[src/rtl/xosera_bus_pkg.sv]
// Shared constants, widths and FSM state type for the Xosera host-bus front end.
package xosera_bus_pkg;

    localparam logic cs_ENABLED  = 1'b0;
    localparam logic cs_DISABLED = 1'b1;
    localparam logic RnW_READ    = 1'b1;
    localparam logic RnW_WRITE   = 1'b0;

    localparam int REGNUM_W  = 4;
    localparam int BUSDATA_W = 8;
    localparam int CNT_W     = 3;
    // cs_n, rd_nwr, bytesel, reg_num, data packed into one synchronizer vector
    localparam int SYNC_W    = 3 + REGNUM_W + BUSDATA_W;

    typedef enum logic [1:0] {
        IDLE    = 2'd0,
        QUAL    = 2'd1,
        ACTIVE  = 2'd2,
        RELEASE = 2'd3
    } bus_state_t;

    function automatic logic [CNT_W-1:0] sat_inc(input logic [CNT_W-1:0] v);
        return (v == '1) ? v : v + CNT_W'(1);
    endfunction

endpackage

[src/rtl/xosera_bus_if_if.sv]
// Host bus pins plus register-file side signals of the bus front end.
// Handshake: no valid/ready; each accepted access yields exactly one one-cycle strobe, read data follows one cycle later.
interface xosera_bus_if_if;
    import xosera_bus_pkg::*;

    logic                 bus_cs_n_i;
    logic                 bus_rd_nwr_i;
    logic [REGNUM_W-1:0]  bus_reg_num_i;
    logic                 bus_bytesel_i;
    logic [BUSDATA_W-1:0] bus_data_i;
    logic [BUSDATA_W-1:0] rd_data_i;
    logic                 write_strobe_o;
    logic                 read_strobe_o;
    logic [REGNUM_W-1:0]  reg_num_o;
    logic                 bytesel_o;
    logic [BUSDATA_W-1:0] data_o;
    logic [BUSDATA_W-1:0] bus_data_o;
    logic                 busy_o;
    bus_state_t           state_o;

    modport slave (
        input  bus_cs_n_i, bus_rd_nwr_i, bus_reg_num_i, bus_bytesel_i, bus_data_i, rd_data_i,
        output write_strobe_o, read_strobe_o, reg_num_o, bytesel_o, data_o, bus_data_o,
        output busy_o, state_o
    );

    modport master (
        output bus_cs_n_i, bus_rd_nwr_i, bus_reg_num_i, bus_bytesel_i, bus_data_i, rd_data_i,
        input  write_strobe_o, read_strobe_o, reg_num_o, bytesel_o, data_o, bus_data_o,
        input  busy_o, state_o
    );

endinterface

[src/rtl/bus_sync_ff.sv]
// Multi-stage flop synchronizer for a vector of asynchronous inputs, with per-bit reset value.
module bus_sync_ff #(
    parameter int               WIDTH     = 1,
    parameter int               STAGES    = 2,
    parameter logic [WIDTH-1:0] RESET_VAL = '0
) (
    input  logic             i_clk,
    input  logic             i_rst,
    input  logic [WIDTH-1:0] i_d,
    output logic [WIDTH-1:0] o_q
);

    logic [WIDTH-1:0] r_sync [STAGES];

    always_ff @(posedge i_clk or posedge i_rst) begin
        if (i_rst) begin
            for (int i = 0; i < STAGES; i++) begin
                r_sync[i] <= RESET_VAL;
            end
        end else begin
            r_sync[0] <= i_d;
            for (int i = 1; i < STAGES; i++) begin
                r_sync[i] <= r_sync[i-1];
            end
        end
    end

    assign o_q = r_sync[STAGES-1];

endmodule

[src/rtl/xosera_bus_if.sv]
// Xosera host-bus front end: synchronizes the async bus, deglitches cs_n and
// turns each bus access into one read or write strobe toward the register file.
module xosera_bus_if
    import xosera_bus_pkg::*;
#(
    parameter int SYNC_STAGES = 2,
    parameter int DEGLITCH    = 2
) (
    input  logic           clk,
    input  logic           reset_i,
    xosera_bus_if_if.slave bus
);

    localparam logic [SYNC_W-1:0] SYNC_RST = {cs_DISABLED, {(SYNC_W-1){1'b0}}};
    localparam logic [CNT_W-1:0]  DG       = CNT_W'(DEGLITCH);

    logic [SYNC_W-1:0]    w_async;
    logic [SYNC_W-1:0]    w_sync;
    logic                 w_sync_cs_n;
    logic                 w_sync_rd_nwr;
    logic                 w_sync_bytesel;
    logic [REGNUM_W-1:0]  w_sync_reg_num;
    logic [BUSDATA_W-1:0] w_sync_data;

    bus_state_t           r_state;
    bus_state_t           w_state_nx;
    logic [CNT_W-1:0]     r_cnt;
    logic [CNT_W-1:0]     w_cnt_nx;
    logic [CNT_W-1:0]     w_cnt_inc;
    logic                 w_accept;

    logic                 r_write_strobe;
    logic                 r_read_strobe;
    logic                 r_rd_pending;
    logic [REGNUM_W-1:0]  r_reg_num;
    logic                 r_bytesel;
    logic [BUSDATA_W-1:0] r_data;
    logic [BUSDATA_W-1:0] r_bus_data;
    logic                 r_busy;

    assign w_async = {bus.bus_cs_n_i, bus.bus_rd_nwr_i, bus.bus_bytesel_i,
                      bus.bus_reg_num_i, bus.bus_data_i};

    bus_sync_ff #(
        .WIDTH    (SYNC_W),
        .STAGES   (SYNC_STAGES),
        .RESET_VAL(SYNC_RST)
    ) u_sync (
        .i_clk(clk),
        .i_rst(reset_i),
        .i_d  (w_async),
        .o_q  (w_sync)
    );

    assign w_sync_cs_n    = w_sync[SYNC_W-1];
    assign w_sync_rd_nwr  = w_sync[SYNC_W-2];
    assign w_sync_bytesel = w_sync[SYNC_W-3];
    assign w_sync_reg_num = w_sync[BUSDATA_W +: REGNUM_W];
    assign w_sync_data    = w_sync[BUSDATA_W-1:0];

    assign w_cnt_inc = sat_inc(r_cnt);

    // cnt counts consecutive agreeing cs_n samples; the move fires when it would reach DEGLITCH
    always_comb begin
        w_state_nx = r_state;
        w_cnt_nx   = r_cnt;
        w_accept   = 1'b0;
        case (r_state)
            IDLE: begin
                if (w_sync_cs_n == cs_ENABLED) begin
                    if (DEGLITCH == 1) begin
                        w_accept   = 1'b1;
                        w_state_nx = ACTIVE;
                        w_cnt_nx   = '0;
                    end else begin
                        w_state_nx = QUAL;
                        w_cnt_nx   = CNT_W'(1);
                    end
                end
            end
            QUAL: begin
                if (w_sync_cs_n == cs_ENABLED) begin
                    if (w_cnt_inc == DG) begin
                        w_accept   = 1'b1;
                        w_state_nx = ACTIVE;
                        w_cnt_nx   = '0;
                    end else begin
                        w_cnt_nx = w_cnt_inc;
                    end
                end else begin
                    w_state_nx = IDLE;
                    w_cnt_nx   = '0;
                end
            end
            ACTIVE: begin
                if (w_sync_cs_n == cs_DISABLED) begin
                    if (DEGLITCH == 1) begin
                        w_state_nx = IDLE;
                        w_cnt_nx   = '0;
                    end else begin
                        w_state_nx = RELEASE;
                        w_cnt_nx   = CNT_W'(1);
                    end
                end
            end
            RELEASE: begin
                if (w_sync_cs_n == cs_DISABLED) begin
                    if (w_cnt_inc == DG) begin
                        w_state_nx = IDLE;
                        w_cnt_nx   = '0;
                    end else begin
                        w_cnt_nx = w_cnt_inc;
                    end
                end else begin
                    w_state_nx = ACTIVE;
                    w_cnt_nx   = '0;
                end
            end
            default: begin
                w_state_nx = IDLE;
                w_cnt_nx   = '0;
            end
        endcase
    end

    always_ff @(posedge clk or posedge reset_i) begin
        if (reset_i) begin
            r_state <= IDLE;
            r_cnt   <= '0;
        end else begin
            r_state <= w_state_nx;
            r_cnt   <= w_cnt_nx;
        end
    end

    // register read data arrives one cycle after the read strobe and is held until the next read
    always_ff @(posedge clk or posedge reset_i) begin
        if (reset_i) begin
            r_write_strobe <= 1'b0;
            r_read_strobe  <= 1'b0;
            r_rd_pending   <= 1'b0;
            r_reg_num      <= '0;
            r_bytesel      <= 1'b0;
            r_data         <= '0;
            r_bus_data     <= '0;
            r_busy         <= 1'b0;
        end else begin
            r_write_strobe <= w_accept && (w_sync_rd_nwr == RnW_WRITE);
            r_read_strobe  <= w_accept && (w_sync_rd_nwr == RnW_READ);
            r_rd_pending   <= r_read_strobe;
            r_busy         <= (w_state_nx == ACTIVE) || (w_state_nx == RELEASE);
            if (w_accept) begin
                r_reg_num <= w_sync_reg_num;
                r_bytesel <= w_sync_bytesel;
                r_data    <= w_sync_data;
            end
            if (r_rd_pending) begin
                r_bus_data <= bus.rd_data_i;
            end
        end
    end

    assign bus.write_strobe_o = r_write_strobe;
    assign bus.read_strobe_o  = r_read_strobe;
    assign bus.reg_num_o      = r_reg_num;
    assign bus.bytesel_o      = r_bytesel;
    assign bus.data_o         = r_data;
    assign bus.bus_data_o     = r_bus_data;
    assign bus.busy_o         = r_busy;
    assign bus.state_o        = r_state;

endmodule
[src/flat_wrapper.sv]
// flat-port wrapper written by rule: the top's interface ports become plain ports
module xosera_bus_if_flat import xosera_bus_pkg::*;
#(
    parameter int SYNC_STAGES = 2,
    parameter int DEGLITCH    = 2
)
  (clk, reset_i, bus_bus_cs_n_i, bus_bus_rd_nwr_i, bus_bus_reg_num_i, bus_bus_bytesel_i, bus_bus_data_i, bus_rd_data_i, bus_write_strobe_o, bus_read_strobe_o, bus_reg_num_o, bus_bytesel_o, bus_data_o, bus_bus_data_o, bus_busy_o, bus_state_o);
  xosera_bus_if_if bus_i ();
  input  logic clk;
  input  logic reset_i;
  input wire logic [$bits(bus_i.bus_cs_n_i)-1:0] bus_bus_cs_n_i;
  input wire logic [$bits(bus_i.bus_rd_nwr_i)-1:0] bus_bus_rd_nwr_i;
  input wire logic [$bits(bus_i.bus_reg_num_i)-1:0] bus_bus_reg_num_i;
  input wire logic [$bits(bus_i.bus_bytesel_i)-1:0] bus_bus_bytesel_i;
  input wire logic [$bits(bus_i.bus_data_i)-1:0] bus_bus_data_i;
  input wire logic [$bits(bus_i.rd_data_i)-1:0] bus_rd_data_i;
  output wire logic [$bits(bus_i.write_strobe_o)-1:0] bus_write_strobe_o;
  output wire logic [$bits(bus_i.read_strobe_o)-1:0] bus_read_strobe_o;
  output wire logic [$bits(bus_i.reg_num_o)-1:0] bus_reg_num_o;
  output wire logic [$bits(bus_i.bytesel_o)-1:0] bus_bytesel_o;
  output wire logic [$bits(bus_i.data_o)-1:0] bus_data_o;
  output wire logic [$bits(bus_i.bus_data_o)-1:0] bus_bus_data_o;
  output wire logic [$bits(bus_i.busy_o)-1:0] bus_busy_o;
  output wire logic [$bits(bus_i.state_o)-1:0] bus_state_o;
  assign bus_i.bus_cs_n_i = bus_bus_cs_n_i;
  assign bus_i.bus_rd_nwr_i = bus_bus_rd_nwr_i;
  assign bus_i.bus_reg_num_i = bus_bus_reg_num_i;
  assign bus_i.bus_bytesel_i = bus_bus_bytesel_i;
  assign bus_i.bus_data_i = bus_bus_data_i;
  assign bus_i.rd_data_i = bus_rd_data_i;
  assign bus_write_strobe_o = bus_i.write_strobe_o;
  assign bus_read_strobe_o = bus_i.read_strobe_o;
  assign bus_reg_num_o = bus_i.reg_num_o;
  assign bus_bytesel_o = bus_i.bytesel_o;
  assign bus_data_o = bus_i.data_o;
  assign bus_bus_data_o = bus_i.bus_data_o;
  assign bus_busy_o = bus_i.busy_o;
  assign bus_state_o = bus_i.state_o;
  xosera_bus_if #(.SYNC_STAGES(SYNC_STAGES), .DEGLITCH(DEGLITCH)) u_core (.clk(clk), .reset_i(reset_i), .bus(bus_i));
endmodule
[config.mk]
export PLATFORM = sky130hd
export DESIGN_NAME = xosera_bus_if_flat
export DESIGN_NICKNAME = d
export VERILOG_FILES = /design/src/rtl/xosera_bus_pkg.sv /design/src/rtl/xosera_bus_if_if.sv /design/src/rtl/bus_sync_ff.sv /design/src/rtl/xosera_bus_if.sv /design/src/flat_wrapper.sv
export SDC_FILE = /design/constraint.sdc
export NUM_CORES = 1
export LEC_CHECK = 0
export ABC_AREA = 0
export BUFFER_PORTS_ARGS = -buffer_cell sky130_fd_sc_hd__buf_4
export CORE_MARGIN = 4
export CORE_UTILIZATION = 35
export CTS_BUF_LIST = sky130_fd_sc_hd__clkbuf_4 sky130_fd_sc_hd__clkbuf_8 sky130_fd_sc_hd__clkbuf_16
export CTS_CLUSTER_SIZE = 30
export DETAILED_ROUTE_END_ITERATION = 6
export GPL_ROUTABILITY_DRIVEN = 0
export HOLD_SLACK_MARGIN = 0.08
export PLACE_DENSITY = 0.6
export SLEW_MARGIN = 20
export SYNTH_ARGS = -nofsm -noshare
export SYNTH_HDL_FRONTEND = slang
export SYNTH_HIERARCHICAL = 1
export SYNTH_SLANG_ARGS = --single-unit
[constraint.sdc]
create_clock -name clk -period 1.9 [get_ports clk]
set_input_delay 0.095 -clock clk [delete_from_list [all_inputs] [get_ports clk]]
set_output_delay 0.095 -clock clk [all_outputs]
set_load 0.005 [all_outputs]
==> metrics.log, run 1 <==
[metrics] clock latency at the later pin of the worst-skew pair: 320 ps
[metrics] leading post-synthesis cells by cell area: sky130_fd_sc_hd__dfrtp_1 (70%), sky130_fd_sc_hd__mux2_4 (6.6%), sky130_fd_sc_hd__mux2_2 (6.6%), sky130_fd_sc_hd__buf_4 (5.9%), sky130_fd_sc_hd__dfstp_2 (2.6%)
[metrics] layout-stage area growth over the synthesis result: 38.7%
[metrics] count of port buffers added during placement: 50
[metrics] startpoint of the worst register-to-register path: u_core/r_cnt[2]
[metrics] CP Data Arrival Time: 1640 ps
[metrics] CTS tree: yes
[metrics] unrepaired setup endpoints after global routing: false
[metrics] number of diodes: 0
[metrics] critical path's largest stage delay: 420 ps
[metrics] Final Core Density: 50.6%
[metrics] synthesis warning total: 6
[metrics] most common library cell in the layout ignoring fill and taps: sky130_fd_sc_hd__dfrtp_1
[metrics] summed instance area of the synthesized netlist: 2030 um^2
[metrics] maximum number of pins on one net before global-route repair: 30
[metrics] antenna violations before repair: 0
[metrics] area share of the largest cell type after synthesis: 70.2%
[metrics] biggest fanout along the worst timing path: 14
[metrics] setup slack of the most critical reg-to-reg path: 470 ps
[metrics] worst voltage drop across the vdd grid: 0.680 mV
[metrics] total via count in the routed design: 1,084
[metrics] gr usage total: 10.5%
[metrics] critical path data required time: 2100 ps
[metrics] top-level I/O count: 51
[metrics] measured slew at the worst slew-check pin: 465 ps
[metrics] count of mapped cells out of synthesis: 120
[metrics] Final Critical Period: 1430 ps
[metrics] cell at the root of the clock tree: sky130_fd_sc_hd__clkbuf_8
[metrics] number of standard-cell rows in the floorplan: 27
[metrics] most instantiated flip-flop cell in the synthesis netlist: sky130_fd_sc_hd__dfrtp_1
[metrics] endpoint of the most critical register-to-register path: u_core/bus.data_o[0]
[metrics] H-tree depth reported by CTS: 3
[metrics] max-cap viol count: 0
[metrics] initial standard-cell utilization of the core: 36.5%
[metrics] vias in the first global route: 1,189
[metrics] critical path class: reg -> reg
[metrics] fraction of layout cells with a size suffix above 1: 49.2%
[metrics] global-route wire length before repair: 5590 um
[metrics] cell count of the worst reg-to-reg path: 3
[metrics] kind of end point of the critical path: register
[metrics] cell at the slowest stage of the critical path: sky130_fd_sc_hd__dfrtp_1
[metrics] final number of max-transition violations: 0
[metrics] largest buffer count on any clock path: 2
[metrics] buffers and inverters on the worst path: 0
[metrics] final-report hold violation count: 0
[metrics] biggest area consumer among synthesized cells: sky130_fd_sc_hd__dfrtp_1
[metrics] final setup violation count: 0
[metrics] status: completed
[metrics] number of nets still failing antenna checks after routing: 0
[metrics] distinct cell type count after synthesis: 22
[metrics] CTS buffer count: 9
[metrics] Setup Skew: 7.81 ps
[metrics] DIE WIDTH: 84.2 um
[metrics] commonest cells after routing, fill and taps aside: sky130_fd_sc_hd__dfrtp_1 (57), sky130_fd_sc_hd__buf_4 (53), sky130_fd_sc_hd__dlygate4sd3_1 (24)
[metrics] crit-path cells: and4bb_4 > nand2_4 > mux2_4
[metrics] DRC Markers: 0
[metrics] accumulated negative setup slack: 0 ps
[metrics] layout net count: 215
[metrics] remaining global-route overflow: 0
[metrics] FFs w/ async S/R, synth: 100%
[metrics] post-route fraction of the period consumed by the critical path: 75.4%
[metrics] power density over cell area: 1350 nW/um^2
[metrics] startpoint class of the critical path: register
[metrics] number of synthesized register bits: 59
[metrics] die height: 84.2 um
[metrics] post-synthesis area per instance: 16.9 um^2
[metrics] net count after synthesis: 145
[metrics] count of flip-flops with a built-in enable after synthesis: 0
[metrics] die footprint: 7090 um^2
[metrics] DPL Wire Length: 2350 um
[metrics] timing-limited maximum frequency: 698 MHz
[metrics] clock transition time at the flip-flop clock pins of the worst setup and hold paths: 60 ps
[metrics] Hold WC Path Type: in -> async
[metrics] routed length per placed instance: 12.2 um
[metrics] Core Box Area: 5570 um^2
[metrics] detailed-router iteration count before antenna repair: 3
[metrics] fraction of the yosys area taken by sequential cells: 72.7%
[metrics] number of sinks handled by clock tree synthesis: 59
[metrics] ratio of routed vias to standard cells: 4.06
[metrics] Iter 0 DRT Violations: 29
[metrics] Leakage Power: 1.37 nW
[metrics] top cell family by delay on the critical path: simple AND/OR/NAND/NOR gates
[metrics] Slew HR: 68.9%
[metrics] final WL: 3270 um
[stage by stage]
stage          cells  worst slack (ps)  instance area (um^2)  hold slack [ps]  total power [W]
2_1_floorplan    120               505                  2030             99.5          0.00221
5_1_grt          267               336                  2820              354          0.00403
3_3_place_gp     227               529                  2380              129          0.00265
6_report         267               468                  2820              348          0.00381
4_1_cts          267               463                  2820              337          0.00387
3_5_place_dp     227               470                  2380              143          0.00271
[logic make-up after synthesis]
family,synth area share [%]
DFF,72.7
muxes,13.8
buffers and inverters,7.63
and+or+nand+nor,3.45
AOI/OAI and AO/OA,1.97
xor gates and xnor gates,0.431
[synthesized netlist by cell type (2+ instances only)]
cell,count
sky130_fd_sc_hd__inv_1,3
sky130_fd_sc_hd__mux2_4,9
sky130_fd_sc_hd__a21oi_1,3
sky130_fd_sc_hd__buf_4,16
sky130_fd_sc_hd__dfstp_2,2
sky130_fd_sc_hd__dfrtp_1,57
sky130_fd_sc_hd__mux2_2,12
sky130_fd_sc_hd__nor2_1,4
[cell type report]
class	count	area (um^2)
Fill cell	466	2750
Sequential cell	59	1480
Timing Repair Buffer	77	638
Multi-Input combinational cell	40	399
Clock buffer	10	138
Tap cell	72	90.1
Clock inverter	6	65.1
Inverter	3	11.3
[power by group]
part	total [W]	leakage, nW	internal, W	switching (W)
Combinational	0.000966	0.570	0.000648	0.000318
Sequential	0.00173	0.710	0.00154	0.000189
Clock	0.00111	0.0905	0.000637	0.000470
Total	0.00381	1.37	0.00283	0.000977
[per-layer routing]
metal	wire length (um)	part of all wire (%)	track usage [%]
met1	1220	37	10.9
met2	1750	54	17.6
met3	232	7.1	4.81
met4	61	1.9	5.70
met5	0	0	0
[flip-flops by register name, indices dropped and copies added (netlist names)]
signal and cells:
u_core/bus.data_o 8, u_core/u_sync/o_q 15, u_core/bus.bytesel_o 1, u_core/bus.bus_data_o 8, u_core/r_rd_pending 1, u_core/bus.state_o 1
u_core/bus.read_strobe_o 1, u_core/u_sync/r_sync 15, u_core/bus.reg_num_o 4, u_core/bus.write_strobe_o 1, u_core/r_cnt 3, u_core/bus.busy_o 1
[tightest hold or removal path, cell delays in order]
cell and delay, ps:
sky130_fd_sc_hd__dlygate4sd3_1 530, sky130_fd_sc_hd__buf_4 130, sky130_fd_sc_hd__inv_1 350
[what timing repair did]
action                    CTS  global route
buffers inserted            0             0
hold endpoints to repair   62             0
gates resized for setup     0             0
hold buffers               24             0
[worst max path at each step]
stage                                       to  cells after the start                   from
after floorplan           u_core/bus.bytesel_o                      4        u_core/r_cnt[2]
after global placement    u_core/bus.data_o[0]                      3        u_core/r_cnt[2]
after detailed placement  u_core/bus.data_o[5]                      3        u_core/r_cnt[2]
after CTS                 u_core/bus.data_o[0]                      3        u_core/r_cnt[2]
after global routing           u_core/r_cnt[1]                      3  u_core/u_sync/o_q[14]
final                     u_core/bus.data_o[0]                      3        u_core/r_cnt[2]
No activity file was read; power rests on OpenSTA's default activity.
==> inputs of run 2 (changes only) <==
clock period = 1.35 ns   (was 1.9 ns; I/O delays follow)
==> run 2 against run 1 <==
Via count rose by 6.5%. Worst setup slack lost 440 ps. Register-to-register slack worse by 440 ps. Cell count up 1.1%. Flip-flop and latch count unchanged. Core utilization rose by 1.1 points. Sequential power rose by 42%. Hold slack better by 0.65 ps. First-iteration DRC count increased by 59%. Highest routed layer unchanged. Critical endpoint is now u_core/bus.reg_num_o[3]. Routed wire length up 3.5%. Non-clock buffer count grew 3. Design area is 2.1% higher.
==> metrics.log, run 2 (synthesis results as in run 1) <==
[metrics] status: completed
[metrics] Core Box Area: 5570 um^2
[metrics] Leakage Power: 1.39 nW
[metrics] number of nets still failing antenna checks after routing: 0
[metrics] H-tree depth reported by CTS: 3
[metrics] critical path data required time: 1560 ps
[metrics] cell at the root of the clock tree: sky130_fd_sc_hd__clkbuf_8
[metrics] Final Core Density: 51.7%
[metrics] CTS buffer count: 9
[metrics] critical path's largest stage delay: 380 ps
[metrics] reported net switching power: 0.00139 W
[metrics] Final Total Pwr: 0.00548 W
[metrics] area of all sequential standard cells: 1480 um^2
[metrics] number of diodes: 0
[metrics] timing-limited maximum frequency: 758 MHz
[metrics] DRC Markers: 0
[metrics] Final Critical Period: 1320 ps
[metrics] largest buffer count on any clock path: 2
[metrics] startpoint class of the critical path: register
[metrics] final-report hold violation count: 0
[metrics] power density over cell area: 1900 nW/um^2
[metrics] Slew HR: 75.6%
[metrics] post-route fraction of the period consumed by the critical path: 97.8%
[metrics] antenna violations before repair: 0
[metrics] initial standard-cell utilization of the core: 36.5%
[metrics] DIE WIDTH: 84.2 um
[metrics] die footprint: 7090 um^2
[metrics] post-place setup slack: -55.6 ps
[metrics] layout net count: 218
[metrics] vias in the first global route: 1,285
[metrics] top cell family by delay on the critical path: simple AND/OR/NAND/NOR gates
[metrics] Switching Fraction: 25.4%
[metrics] detailed-router iteration count before antenna repair: 4
[metrics] clock transition time at the flip-flop clock pins of the worst setup and hold paths: 60 ps
[metrics] Iter 0 DRT Violations: 46
[metrics] area of the multi-input gates: 434 um^2
[metrics] most common library cell in the layout ignoring fill and taps: sky130_fd_sc_hd__buf_4
[metrics] total via count in the routed design: 1,155
[metrics] CP Data Arrival Time: 1530 ps
[metrics] proportion of power drawn by combinational gates: 26.5%
[metrics] final setup violation count: 0
[metrics] final WL: 3380 um
[metrics] ratio of routed vias to standard cells: 4.28
[metrics] global-route wire length before repair: 5750 um
[metrics] biggest fanout along the worst timing path: 14
[metrics] critical path class: reg -> reg
[metrics] final number of max-transition violations: 0
[metrics] worst setup slack after layout: 30.3 ps
[metrics] Hold WC Path Type: reg -> reg
[metrics] sequential cell fraction of total power: 44.8%
[metrics] remaining global-route overflow: 0
[metrics] die height: 84.2 um
[metrics] buffers and inverters on the worst path: 0
[metrics] share of power burned in the clock network: 28.7%
[metrics] kind of end point of the critical path: register
[metrics] Final Hold Slack: 349 ps
[metrics] top-level I/O count: 51
[metrics] CTS tree: yes
[metrics] design internal power: 0.00409 W
[metrics] maximum number of pins on one net before global-route repair: 31
[metrics] commonest cells after routing, fill and taps aside: sky130_fd_sc_hd__buf_4 (56), sky130_fd_sc_hd__dfrtp_1 (55), sky130_fd_sc_hd__dlygate4sd3_1 (24)
[metrics] clock latency at the later pin of the worst-skew pair: 320 ps
[metrics] layout-stage area growth over the synthesis result: 41.7%
[metrics] number of inserted filler cells in the final layout: 470
[metrics] fraction of layout cells with a size suffix above 1: 52.0%
[metrics] routed length per placed instance: 12.5 um
[metrics] unrepaired setup endpoints after global routing: true
[metrics] measured slew at the worst slew-check pin: 366 ps
[metrics] crit-path cells: and4bb_4 > nand2_8 > mux2_4
[metrics] cell at the slowest stage of the critical path: sky130_fd_sc_hd__and4bb_4
[metrics] worst voltage drop across the vdd grid: 0.975 mV
[metrics] number of sinks handled by clock tree synthesis: 59
[metrics] Setup Skew: 6.92 ps
[metrics] max-cap viol count: 0
[metrics] count of buffers added by post-CTS timing repair for setup: 0
[metrics] number of standard-cell rows in the floorplan: 27
[metrics] gr usage total: 10.6%
[metrics] count of port buffers added during placement: 50
[metrics] DPL Wire Length: 2330 um
-- run 2: final timing paths --
check,startpoint,end,slack (ps),depth (start not counted)
max in group asynchronous,reset_i,u_core/u_sync/o_q[14],670,4
min reg2reg,u_core/u_sync/r_sync[25],u_core/u_sync/o_q[10],350,0
min in group asynchronous,reset_i,u_core/u_sync/o_q[0],370,4
max reg2reg,u_core/r_cnt[2],u_core/bus.reg_num_o[3],30,3
max,u_core/r_cnt[2],u_core/bus.reg_num_o[3],30,3
min,u_core/u_sync/r_sync[25],u_core/u_sync/o_q[10],350,0
-- run 2: layout make-up --
class                   instances  share of cell area, %
multi-input cells              40                   15.1
clock buffers                  12                   5.30
clock inverters                 4                   1.74
repair buffers                 80                   22.9
flip-flops and latches         59                   51.4
inverters                       3                  0.391
well taps                      72                   3.13
-- run 2: routing by layer --
layer  routed length [um]  GRT usage (%)
met3                  218           4.51
met5                    0              0
met1                 1280           11.0
met2                 1770           17.6
met4                  119           6.58
-- run 2: worst reg2reg max path, stage by stage, from the launching register on --
cell	delay (ps)
sky130_fd_sc_hd__dfrtp_1	370
sky130_fd_sc_hd__and4bb_4	390
sky130_fd_sc_hd__nand2_8	130
sky130_fd_sc_hd__mux2_4	320
-- run 2: power by group through the flow --
stage,Combinational [W],Clock [W],Sequential [W]
after floorplan,0.000667,0,0.00244
after global placement,0.00134,0,0.00243
after detailed placement,0.00139,0,0.00245
after CTS,0.00146,0.00162,0.00244
after global routing,0.00157,0.00170,0.00250
final,0.00145,0.00158,0.00245
-- run 2: repair_timing --
item / in CTS / in global routing
cloned: 0 / 0
pin swaps: 0 / 1
gates resized for setup: 3 / 4
hold buffers: 24 / 0
setup endpoints to repair: 14 / 14
endpoints found under the hold margin: 80 / 0
-- run 2: stage by stage --
step                      area [um^2]  setup TNS [ps]  std cells
after floorplan                  2030            -266        120
after global placement           2400               0        230
after detailed placement         2400            -168        230
after CTS                        2860               0        270
after global routing             2880           -4.22        270
final                            2880               0        270
